File: config.mk
export PLATFORM = sky130hd
export DESIGN_NAME = serial_sub
export DESIGN_NICKNAME = d
export VERILOG_FILES = /design/src/rtl/arith_pkg.sv /design/src/rtl/serial_sub_fs.sv /design/src/rtl/serial_sub.sv
export SDC_FILE = /design/constraint.sdc
export NUM_CORES = 1
export LEC_CHECK = 0
export ABC_AREA = 1
export CAP_MARGIN = 20
export CORE_MARGIN = 4
export CORE_UTILIZATION = 60
export CTS_BUF_LIST = sky130_fd_sc_hd__clkbuf_4 sky130_fd_sc_hd__clkbuf_8
export CTS_CLUSTER_DIAMETER = 150
export DETAILED_ROUTE_END_ITERATION = 8
export DONT_BUFFER_PORTS = 1
export GPL_ROUTABILITY_DRIVEN = 0
export HOLD_SLACK_MARGIN = 0.1
export MAX_ROUTING_LAYER = met4
export PLACE_DENSITY = 0.76
export SYNTH_ARGS = -nofsm -noshare
export SYNTH_HDL_FRONTEND = slang
export SYNTH_SLANG_ARGS = --single-unit
File: constraint.sdc
create_clock -name clk -period 1.6 [get_ports clk]
set_input_delay 0.16 -clock clk [delete_from_list [all_inputs] [get_ports clk]]
set_output_delay 0.16 -clock clk [all_outputs]
set_load 0.05 [all_outputs]
File: src/rtl/arith_pkg.sv
// Shared definitions for the serial arithmetic units: FSM state encoding
// and the state type used by every unit that walks operands bit by bit.
package arith_pkg;

    typedef logic [1:0] state_t;

    localparam state_t IDLE  = 2'd0;
    localparam state_t SHIFT = 2'd1;
    localparam state_t DONE  = 2'd2;

endpackage

File: src/rtl/serial_sub_fs.sv
// Combinational full subtractor built from two half-subtractor stages and
// an OR, mirroring the structure of the full adder cell.
module fs (
    input  logic a,
    input  logic b,
    input  logic bin,
    output logic d,
    output logic bout
);

    logic d1;
    logic b1;
    logic b2;

    // First half subtractor on a - b, second on the partial difference minus
    // the incoming borrow; either stage borrowing means the cell borrows.
    always_comb begin
        d1   = a ^ b;
        b1   = ~a & b;
        d    = d1 ^ bin;
        b2   = ~d1 & bin;
        bout = b1 | b2;
    end

endmodule

File: src/rtl/serial_sub.sv
// Bit-serial subtractor: computes a - b - bin one bit per clock, LSB first,
// through a single full-subtractor cell, with valid/ready on both sides.
module serial_sub
    import arith_pkg::*;
#(
    parameter int WIDTH = 8
) (
    input  logic             clk,
    input  logic             rst,
    input  logic             in_valid,
    output logic             in_ready,
    input  logic [WIDTH-1:0] a,
    input  logic [WIDTH-1:0] b,
    input  logic             bin,
    output logic             out_valid,
    input  logic             out_ready,
    output logic [WIDTH-1:0] diff,
    output logic             bout,
    output logic             ovf
);

    localparam int CW = $clog2(WIDTH);
    localparam logic [CW-1:0] LAST = CW'(WIDTH - 1);

    state_t           state_q;
    state_t           state_d;
    logic [WIDTH-1:0] shiftA_q;
    logic [WIDTH-1:0] shiftB_q;
    logic [WIDTH-1:0] diffSh_q;
    logic [WIDTH-1:0] diff_q;
    logic [CW-1:0]    count_q;
    logic             borrow_q;
    logic             bout_q;
    logic             ovf_q;

    logic             cellD;
    logic             cellBo;
    logic             lastStep;
    logic [WIDTH-1:0] diffNext;

    fs u_fs (
        .a    (shiftA_q[0]),
        .b    (shiftB_q[0]),
        .bin  (borrow_q),
        .d    (cellD),
        .bout (cellBo)
    );

    // Shared combinational helpers: final-bit detection and the diff word
    // as it will look once the current bit has been shifted in.
    always_comb begin
        lastStep = (state_q == SHIFT) && (count_q == LAST);
        diffNext = {cellD, diffSh_q[WIDTH-1:1]};
    end

    // Next-state logic: accept in IDLE, leave SHIFT after the MSB, drain in DONE.
    always_comb begin
        state_d = state_q;
        case (state_q)
            IDLE:    if (in_valid)  state_d = SHIFT;
            SHIFT:   if (lastStep)  state_d = DONE;
            DONE:    if (out_ready) state_d = IDLE;
            default:                state_d = IDLE;
        endcase
    end

    // State register; reset drops straight back to IDLE, aborting any operation.
    always_ff @(posedge clk or posedge rst) begin
        if (rst) begin
            state_q <= IDLE;
        end else begin
            state_q <= state_d;
        end
    end

    // Datapath: load operands on accept, step one bit per SHIFT cycle, and
    // capture the result registers on the MSB step so they stay stable until
    // the next result is ready.
    always_ff @(posedge clk or posedge rst) begin
        if (rst) begin
            shiftA_q <= '0;
            shiftB_q <= '0;
            diffSh_q <= '0;
            diff_q   <= '0;
            count_q  <= '0;
            borrow_q <= 1'b0;
            bout_q   <= 1'b0;
            ovf_q    <= 1'b0;
        end else begin
            case (state_q)
                IDLE: begin
                    if (in_valid) begin
                        shiftA_q <= a;
                        shiftB_q <= b;
                        borrow_q <= bin;
                        count_q  <= '0;
                        diffSh_q <= '0;
                    end
                end
                SHIFT: begin
                    shiftA_q <= shiftA_q >> 1;
                    shiftB_q <= shiftB_q >> 1;
                    diffSh_q <= diffNext;
                    borrow_q <= cellBo;
                    if (lastStep) begin
                        diff_q <= diffNext;
                        bout_q <= cellBo;
                        ovf_q  <= (shiftA_q[0] ^ shiftB_q[0]) & (shiftA_q[0] ^ cellD);
                    end else begin
                        count_q <= count_q + CW'(1);
                    end
                end
                default: begin
                end
            endcase
        end
    end

    assign in_ready  = (state_q == IDLE);
    assign out_valid = (state_q == DONE);
    assign diff      = diff_q;
    assign bout      = bout_q;
    assign ovf       = ovf_q;

endmodule

## Yosys cells after proc, flatten, opt, wreduce, memory -nomap -nowiden

Cells that the tools add are included.

| word-level totals | value |
|---|---|
| memories | 0 |
| bits in registers | 40 |
| output and inout port bits | 12 |
| bits in writable memories | 0 |
| memory bits (read-only) | 0 |
| word-level logic and storage cells | 48 |
| input bits | 21 |
| bits in latches | 0 |

| operators by class | value |
|---|---|
| reductions and logical operators | 7 |
| div/mod/pow operators | 0 |
| $lt $le $gt $ge | 0 |
| multiplexer cells | 15 |
| eq/ne operators | 7 |
| shift-type cells | 0 |
| add/subtract/negate cells | 1 |
| multiply operators | 0 |
| bitwise operators | 9 |

Operator list:

| kind | number |
|---|---|
| 8-bit one-hot mux with 2 select lines | 3 |
| 8-bit 2-to-1 mux | 3 |
| 2-bit 2-to-1 mux | 3 |
| 3-bit 2-to-1 mux | 2 |
| 2-bit != test, second input constant | 3 |
| 2-bit one-hot mux with 3 select lines | 1 |
| 3-bit one-hot mux with 2 select lines | 1 |
| 3-bit AND reduction | 2 |
| 2-bit AND reduction | 2 |
| 3-bit by 1-bit adder with 3-bit output, second input constant | 1 |
| 1-bit bitwise AND | 3 |
| 3-bit == test, second input constant | 1 |
| 1-bit XOR | 3 |
| 2-bit by 1-bit == test with 1-bit output, second input constant | 1 |
| 2-bit == test, second input constant | 1 |
| 2-bit zero test | 1 |
| 2-bit by 1-bit != test with 1-bit output, second input constant | 1 |
| 1-bit inverter | 2 |
| 1-bit one-hot mux with 2 select lines | 1 |
| 2-bit nonzero test | 1 |
| 1-bit logical AND | 1 |
| 1-bit 2-to-1 mux | 1 |
| 1-bit OR | 1 |

## Depth between registers and ports, before layout

Gate-level depths: netlist of run 1.

| depth | value |
|---|---|
| depth after elaboration | 5 |
| mapped depth | 7 |
| gate-level depth less buffers | 7 |

## By module

A second synthesis of run 1 with hierarchy kept.

| unflattened totals | value |
|---|---|
| cell total of the unflattened synthesis | 229 |
| area, all modules | 1,804.2 um2 |

Modules (own cells, without submodules):

| module | cells an instance | seq. area each (um2) | area each (um2) | times used |
|---|---|---|---|---|
| serial_sub | 225 | 975.9 | 1,773.0 | 1 |
| fs | 4 | 0.0 | 31.3 | 1 |

## Worst setup path before layout of run 1

Ideal clock, no wire load.

| timing path | value |
|---|---|
| path kind | reg-to-reg |
| start point | reg state_q[0] |
| end point | reg count_q[0] |
| clock period less this slack | 1.797 ns |
| stages on the path, launching flop included | 6 |
| data arrival time | 1.678 ns |
| data required time | 1.480 ns |
| path slack | -0.197 ns |
| setup time | 0.120 ns |
| buffers on the path | 1 |
| path through | dfrtp_1 > buf_6 > nor2_1 > nand2_1 > nand3_1 > nand2_1 |

| between the ends | value |
|---|---|
| elaborated cells on any way between the ends | 8 |
| those cells by class | eq/ne (3); mux (1); reduce/logical (4) |

RTL lines:

| item | RTL line | source |
|---|---|---|
| from (decl) | serial_sub.sv:25 | `state_t state_q;` |
| from (signal assigned) | serial_sub.sv:72 | `state_q <= state_d;` |
| 2-bit zero test * | - |  |
| via in_ready | serial_sub.sv:11 | `output logic in_ready,` |
| 2-bit != test (no source line) / 2-bit nonzero test (equally long branches) | - |  |
| 3-bit AND reduction (no source line) | - |  |
| to (signal assigned) | serial_sub.sv:110 | `count_q <= count_q + CW'(1);` |
| to (decl) | serial_sub.sv:31 | `logic [CW-1:0] count_q;` |

Mark *: on every way through the listed nets, which the timed path passes. The rest lies on a longest branch.
A chain may end at the register's enable or synchronous reset.

## Final worst setup path of run 1

| timing path | value |
|---|---|
| start point | reg state_q[0] |
| end point | out in_ready |

| between the ends | value |
|---|---|
| word-level cells in the longest chain between the ends | 1 |

RTL lines:

| item | RTL line | source |
|---|---|---|
| 2-bit zero test | serial_sub.sv:119 | `assign in_ready = (state_q == IDLE);` |
| to (decl) | serial_sub.sv:11 |  |

No other way between the ends.

==> impl_metrics.py, run 1 <==
metrics = {
    "power": {
        "p_leak_nw": 1.16,
        "combPwrFrac": 0.380,
        "worst_ir_drop_vdd_uv": 1100,
        "seq_power_share": 0.460,
        "power.density_nw_per_um2": 2020,
        "total_power_w": 0.00436,
        "power.switching_w": 0.00197,
        "p_int_w": 0.00239,
        "pwr-share-clk": 0.159,
        "switching_share": 0.452,
    },
    "clocking": {
        "clock_latency_ps": 350,
        "cts_tree": "yes",
        "cts_max_path_buffers": 2,
        "htreeDepth": 2,
        "clock-sinks": 39,
        "post_cts_buffers": 0,
        "clock-root-buffer": "clkbuf_4",
        "cts_buffers": 5,
        "clkTransAtPathRegs_ps": 120,
    },
    "finish": {
        "finalNetCount": 276,
        "area_delta_synth_final_pct": 18.6,
        "most-common-layout-cells": "nand2_1 (110), dfrtp_1 (38), nand3_1 (21), dlygate4sd3_1 (20), inv_1 (16)",
        "antenna_cells": 0,
        "layout-drive-gt1-share": 0.0913,
        "fillCellCount": 206,
        "mostFrequentLayoutCell": "nand2_1",
    },
    "floorplan": {
        "initial_core_util": 0.645,
        "die_h_um": 63.1,
        "design.die.area_sq_um": 3990,
        "num_rows": 19,
        "coreArea_sq_um": 2830,
        "die-width_um": 63.1,
        "ios": 33,
    },
    "grt": {
        "grt_max_degree": 40,
        "grt_pass1_wl_mm": 6.69,
        "gr-total-overflow": 0,
        "grt_pass1_vias": 1474,
        "grt_usage": 0.219,
        "antenna_found_initial": 0,
    },
    "sta": {
        "fmax_ghz": 0.663,
        "finalClockSkew_ps": 9.30,
        "slew_violations": 0,
        "fin_setup_tns_ps": 0,
        "worst_pin_slew_ps": 489,
        "finalSetupViolations": 0,
        "min_period_over_period": 0.943,
        "rsz0062_at_grt": "false",
        "maxSlewHeadroom": 0.674,
        "hold_viol_final": 0,
        "fin_crit_ps": 1510,
    },
    "hold_path": {
        "hp-class": "input port to asynchronous set/reset pin",
    },
    "yosys": {
        "ys_ff_latch": 39,
        "syn_nets": 250,
        "yosysWarnings": 0,
        "synth_seq_area_share": 0.535,
        "postSynthAreaPerCell_sq_um": 8.11,
        "syn_area_sq_um": 1820,
        "synth_cells": 225,
        "synth_cell_type_count": 15,
    },
    "drt": {
        "drt-wirelength-per-cell_um": 13.2,
        "vias_per_cell": 5.45,
        "wirelength_mm": 3.74,
        "drt_iter0_markers": 76,
        "drtPass1Iterations": 4,
        "drc": 0,
        "postRouteAntennaNets": 0,
        "vias": 1541,
    },
    "flow_run": {
        "maxCapViolations": 0,
    },
    "placed_design": {
        "hpwl_mm": 2.45,
        "port_buffers": 0,
    },
    "worst_setup_path": {
        "worst_ep_arrival_time_ps": 1350,
        "start_kind": "flop",
        "path_max_fanout": 8,
        "crit_required_ps": 1440,
        "critPathKind": "flop to output pin",
        "end_kind": "output pin",
    },
    "run_status": {
        "status": "completed",
    },
}
## cells in the mapped netlist
master   count  area [sq um]
inv_2        2          7.51
o21ai_4      1          16.3
dfrtp_1     39           976
inv_1       16          60.1
nand3_1     21           105
o31ai_1      1          7.51
buf_2        2          10.0
nand2_1    110           413
buf_4        3          22.5
nand2_2      1          6.26
nor2_1       6          22.5
o21ai_0     15          75.1
buf_6        4          45.0
fa_1         1          20.0
ha_1         3          37.5
## logic make-up after synthesis
kind of cell	share of synthesized area
adder cells (fa/ha/maj)	0.0316
AND/OR/NAND/NOR	0.300
buffers and inverters	0.0796
AO/OA/AOI/OAI	0.0542
flip-flops	0.535
## stage by stage
stage	setup slack (ps)	area, sq um	hold slack [ps]	util	instances
6_report	91.4	2160	349	0.765	283
5_1_grt	30.6	2160	406	0.765	283
4_1_cts	5.03	2150	362	0.761	283
3_5_place_dp	262	1860	197	0.658	255
3_3_place_gp	299	1860	192	0.658	255
2_1_floorplan	88.2	1830	258	-	225
## registers in the layout, summed over array words and instances (netlist names), 2 cells and up
| register | count |
|---|---|
| diffSh_q | 7 |
| state_q | 2 |
| shiftA_q | 8 |
| count_q | 3 |
| diff | 8 |
| shiftB_q | 8 |
## cell type report
| class | instances | area (sq um) | share of cell area |
|---|---|---|---|
| tap | 31 | 38.8 | 0.0179 |
| clock buffer | 6 | 51.3 | 0.0237 |
| clock inverter | 2 | 35.0 | 0.0162 |
| inverter | 18 | 67.6 | 0.0312 |
| multi-input combinational | 159 | 713 | 0.330 |
| sequential | 39 | 977 | 0.452 |
| timing repair buffer | 28 | 280 | 0.130 |
## worst max-delay path: stages (launching register included)
cell     delay [ps]
dfrtp_2         480
buf_4           180
nor2_4          160
buf_6           180
## power groups by stage
stage | Clock, W | Sequential (W) | Combinational [W]
floorplan | 0 | 0.00194 | 0.00133
global placement | 0 | 0.00201 | 0.00150
detailed placement | 0 | 0.00203 | 0.00157
CTS | 0.000708 | 0.00201 | 0.00164
global route | 0.000755 | 0.00206 | 0.00195
finish | 0.000695 | 0.00201 | 0.00166
## final timing paths
path                        startpoint     endpoint  slack, ps  cells past startpoint
min in group clk             out_ready   state_q[1]        470                      2
max in group asynchronous          rst   state_q[0]        880                      3
hold / removal                     rst      diff[0]        350                      3
setup reg to reg           shiftB_q[0]      diff[7]        230                      4
setup / recovery            state_q[0]     in_ready         90                      3
hold reg to reg            shiftB_q[7]  shiftB_q[7]        490                      2
## timing repair
item,4_1_cts,5_1_grt
hold buffers,20,0
gates resized for setup,2,3
endpoints found under the setup margin,1,1
hold endpoints to repair,68,0
## metal layers
metal / routed length (um) / global-route usage / vias to the layer above
met1: 1570 / 0.248 / 725
li1: - / - / 750
met5: 0 / - / -
met2: 1850 / 0.360 / 58
met3: 248 / 0.0693 / 8
met4: 61 / 0.0854 / 0
Power figures use the tool's default switching activity.
==> inputs of run 2 (changes only) <==
--- a/config.mk
+++ b/config.mk
@@ -7,7 +7,6 @@
 export LEC_CHECK = 0
 export ABC_AREA = 1
 export CAP_MARGIN = 20
-export CORE_MARGIN = 4
 export CORE_UTILIZATION = 60
 export CTS_BUF_LIST = sky130_fd_sc_hd__clkbuf_4 sky130_fd_sc_hd__clkbuf_8
 export CTS_CLUSTER_DIAMETER = 150
@@ -19,4 +18,5 @@
 export PLACE_DENSITY = 0.76
 export SYNTH_ARGS = -nofsm -noshare
 export SYNTH_HDL_FRONTEND = slang
+export SYNTH_HIERARCHICAL = 1
 export SYNTH_SLANG_ARGS = --single-unit
==> constraint.sdc (replaced) <==
create_clock -name clk -period 1.4 [get_ports clk]
set_input_delay 0.14 -clock clk [delete_from_list [all_inputs] [get_ports clk]]
set_output_delay 0.14 -clock clk [all_outputs]
set_load 0.05 [all_outputs]
==> run 2 against run 1 <==
  * The flow now finishes with violations (DRC, setup timing)
  * Clock skew shrank 4.1 ps
  * Total power grew 17%
  * Critical path depth increased by 4
  * Area after synthesis down 1.1%
  * Count of clock-buffer cells in the layout is the same
  * Non-clock buffer count rose by 11
  * Synthesized cell count is 1.8% higher
  * Wire length up 5.4%
  * Via count increased by 4.3%
  * Largest cell class unchanged
  * Largest power group is now combinational logic
  * Highest routed layer unchanged
==> impl_metrics.py, run 2 <==
metrics = {
    "placed_design": {
        "hpwl_mm": 2.52,
        "dp_slack_ps": -17.4,
        "dpl.cell_count": 265,
        "port_buffers": 0,
    },
    "floorplan": {
        "design.die.area_sq_um": 3230,
        "die_h_um": 56.8,
        "initial_core_util": 0.643,
        "num_rows": 19,
        "ios": 33,
        "die-width_um": 56.8,
        "coreArea_sq_um": 2810,
    },
    "yosys": {
        "synth_top_cell_area_share": 0.541,
        "yosysMostFrequentCell": "nand2_1",
        "synth_edf_count": 0,
        "ys_ff_latch": 39,
        "syn_nets": 253,
        "synth_cells": 229,
        "postSynthAreaPerCell_sq_um": 7.88,
        "syn_area_sq_um": 1800,
        "synth_common_cells": "nand2_1 (123), dfrtp_1 (39), nand3_1 (19)",
        "async_flop_share": 1.00,
        "yosysTopAreaCell": "dfrtp_1",
        "synth_seq_area_share": 0.541,
        "yosysWarnings": 6,
        "synth_ff_type": "dfrtp_1",
        "synthTopCellsByArea": "dfrtp_1 (54%), nand2_1 (26%), nand3_1 (5.3%)",
        "synth_cell_type_count": 15,
    },
    "worst_setup_path": {
        "max_stage_delay_ps": 590,
        "cp_slowest_cell": "fa_1",
        "path_max_fanout": 3,
        "worst_ep_arrival_time_ps": 1650,
        "crit_chain": "inv_2, fa_1, nor2_1, nand2_1, nand2_1, nand2_1, nand2_1",
        "crit_top_cell": "nand2_1",
        "crit_buf_inv": 1,
        "end_kind": "flop",
        "ff2ff_path_depth": 7,
        "cpLargestDelayFamily": "adder cells",
        "r2r_start": "borrow_q",
        "start_kind": "flop",
        "rr_endpoint": "ovf",
        "r2r_slack_ps": -20,
        "critPathKind": "flop to flop",
        "crit_required_ps": 1630,
    },
    "finish": {
        "area_delta_synth_final_pct": 24.7,
        "fillCellCount": 187,
        "multiInputGateArea_sq_um": 751,
        "layout-drive-gt1-share": 0.162,
        "mostFrequentLayoutCell": "nand2_1",
        "final_util": 0.802,
        "antenna_cells": 0,
        "layout.cells.non_filler": 297,
        "most-common-layout-cells": "nand2_1 (123), dfrtp_1 (37), dlygate4sd3_1 (20), nand3_1 (19), buf_4 (16)",
        "regArea_sq_um": 978,
        "finalNetCount": 290,
    },
    "clocking": {
        "clock-sinks": 39,
        "cts_tree": "yes",
        "cts_buffers": 5,
        "clkTransAtPathRegs_ps": 100,
        "clock_latency_ps": 340,
        "htreeDepth": 2,
        "cts_max_path_buffers": 2,
        "clock-root-buffer": "clkbuf_4",
    },
    "drt": {
        "drc": 8,
        "highest_layer": "met4",
        "vias_per_cell": 5.41,
        "drt_iter0_markers": 93,
        "drt-wirelength-per-cell_um": 13.3,
        "wl_met3_um": 206,
        "dr_wl_met2_mm": 2.07,
        "vias": 1607,
        "postRouteAntennaNets": 0,
        "wirelength_mm": 3.94,
        "drtPass1Iterations": 6,
        "drt-met1-wl_mm": 1.58,
    },
    "sta": {
        "setup_ws_ps": -23.5,
        "hold_viol_final": 0,
        "min_period_over_period": 1.02,
        "rsz0062_at_grt": "true",
        "finalSetupViolations": 1,
        "finalClockSkew_ps": 5.18,
        "worst_hold_slack_ps": 354,
        "slew_violations": 0,
        "fin_crit_ps": 1420,
        "maxSlewHeadroom": 0.678,
        "fmax_ghz": 0.702,
        "worst_pin_slew_ps": 482,
    },
    "grt": {
        "grt_max_degree": 40,
        "gr-total-overflow": 0,
        "grt_pass1_wl_mm": 6.87,
        "antenna_found_initial": 0,
        "grt_pass1_vias": 1680,
        "grt_usage": 0.284,
    },
    "hold_path": {
        "hp-class": "input port to asynchronous set/reset pin",
    },
    "power": {
        "power.density_nw_per_um2": 2260,
        "p_leak_nw": 1.23,
        "worst_ir_drop_vdd_uv": 1260,
    },
    "run_status": {
        "status": "complete, but fails checks",
        "violations": "DRC, setup timing",
    },
    "flow_run": {
        "maxCapViolations": 0,
    },
}
## run 2: cell count changes after synthesis, sizes merged
cell,change
nand2,+14
nand3,-2
o21ai,-5
ha,-1
inv,-2
## run 2: repair_timing
item,in CTS,in global routing
resized for setup,2,9
endpoints found under the setup margin,2,21
buffers inserted,4,1
hold buffers,20,0
cloned,0,0
hold endpoints to repair,61,0
pin swaps,0,1
## run 2: worst max-delay path by stage
| stage | end | from | cells past startpoint | slack, ps |
|---|---|---|---|---|
| 2_1_floorplan | ovf | shiftA_q[0] | 6 | 80 |
| 3_3_place_gp | ovf | shiftA_q[0] | 6 | 80 |
| 3_5_place_dp | ovf | shiftB_q[0] | 7 | -20 |
| 4_1_cts | diff[3] | count_q[0] | 5 | 4 |
| 5_1_grt | ovf | borrow_q | 7 | -100 |
| 6_report | ovf | borrow_q | 7 | -20 |
## run 2: through the flow
step,TNS [ps],area [sq um],total power (W)
finish,-23.5,2250,0.00509
global route,-106,2250,0.00549
CTS,0,2210,0.00497
detailed placement,-17.4,1920,0.00428
global placement,0,1920,0.00414
floorplan,0,1810,0.00371
## run 2: report_power, final
group	switching [W]	leakage, nW	total, W	internal (W)
Combinational	0.00143	0.700	0.00233	0.000898
Sequential	0.000597	0.500	0.00219	0.00160
Clock	0.000339	0.0341	0.000572	0.000233
Total	0.00237	1.23	0.00509	0.00273
## run 2: cells by family (layout without fill, tap and decap cells)
| group | after synthesis | count (layout) | share of synthesized area |
|---|---|---|---|
| AOI/OAI and AO/OA | 12 | 12 | 0.0451 |
| adders and majority gates | 3 | 3 | 0.0250 |
| buffers and inverters | 25 | 62 | 0.0596 |
| DFF | 39 | 39 | 0.541 |
| and+or+nand+nor | 150 | 150 | 0.329 |
## run 2: final cells by class
class                   instances  area share
flip-flops and latches         39       0.435
multi-input cells             165       0.334
repair buffers                 39       0.161
inverters                      16      0.0278
clock buffers                   6      0.0228
well taps                      31      0.0172
clock inverters                 1     0.00222
## run 2: worst min-delay path, stage by stage
cell,delay (ps)
dlygate4sd3_1,530
inv_1,60
buf_4,410
## run 2: routing by layer
layer  track usage  vias to the layer above
met5             -                        -
met4         0.118                        0
met3        0.0783                       11
met2         0.503                       48
met1         0.296                      776
li1              -                      772
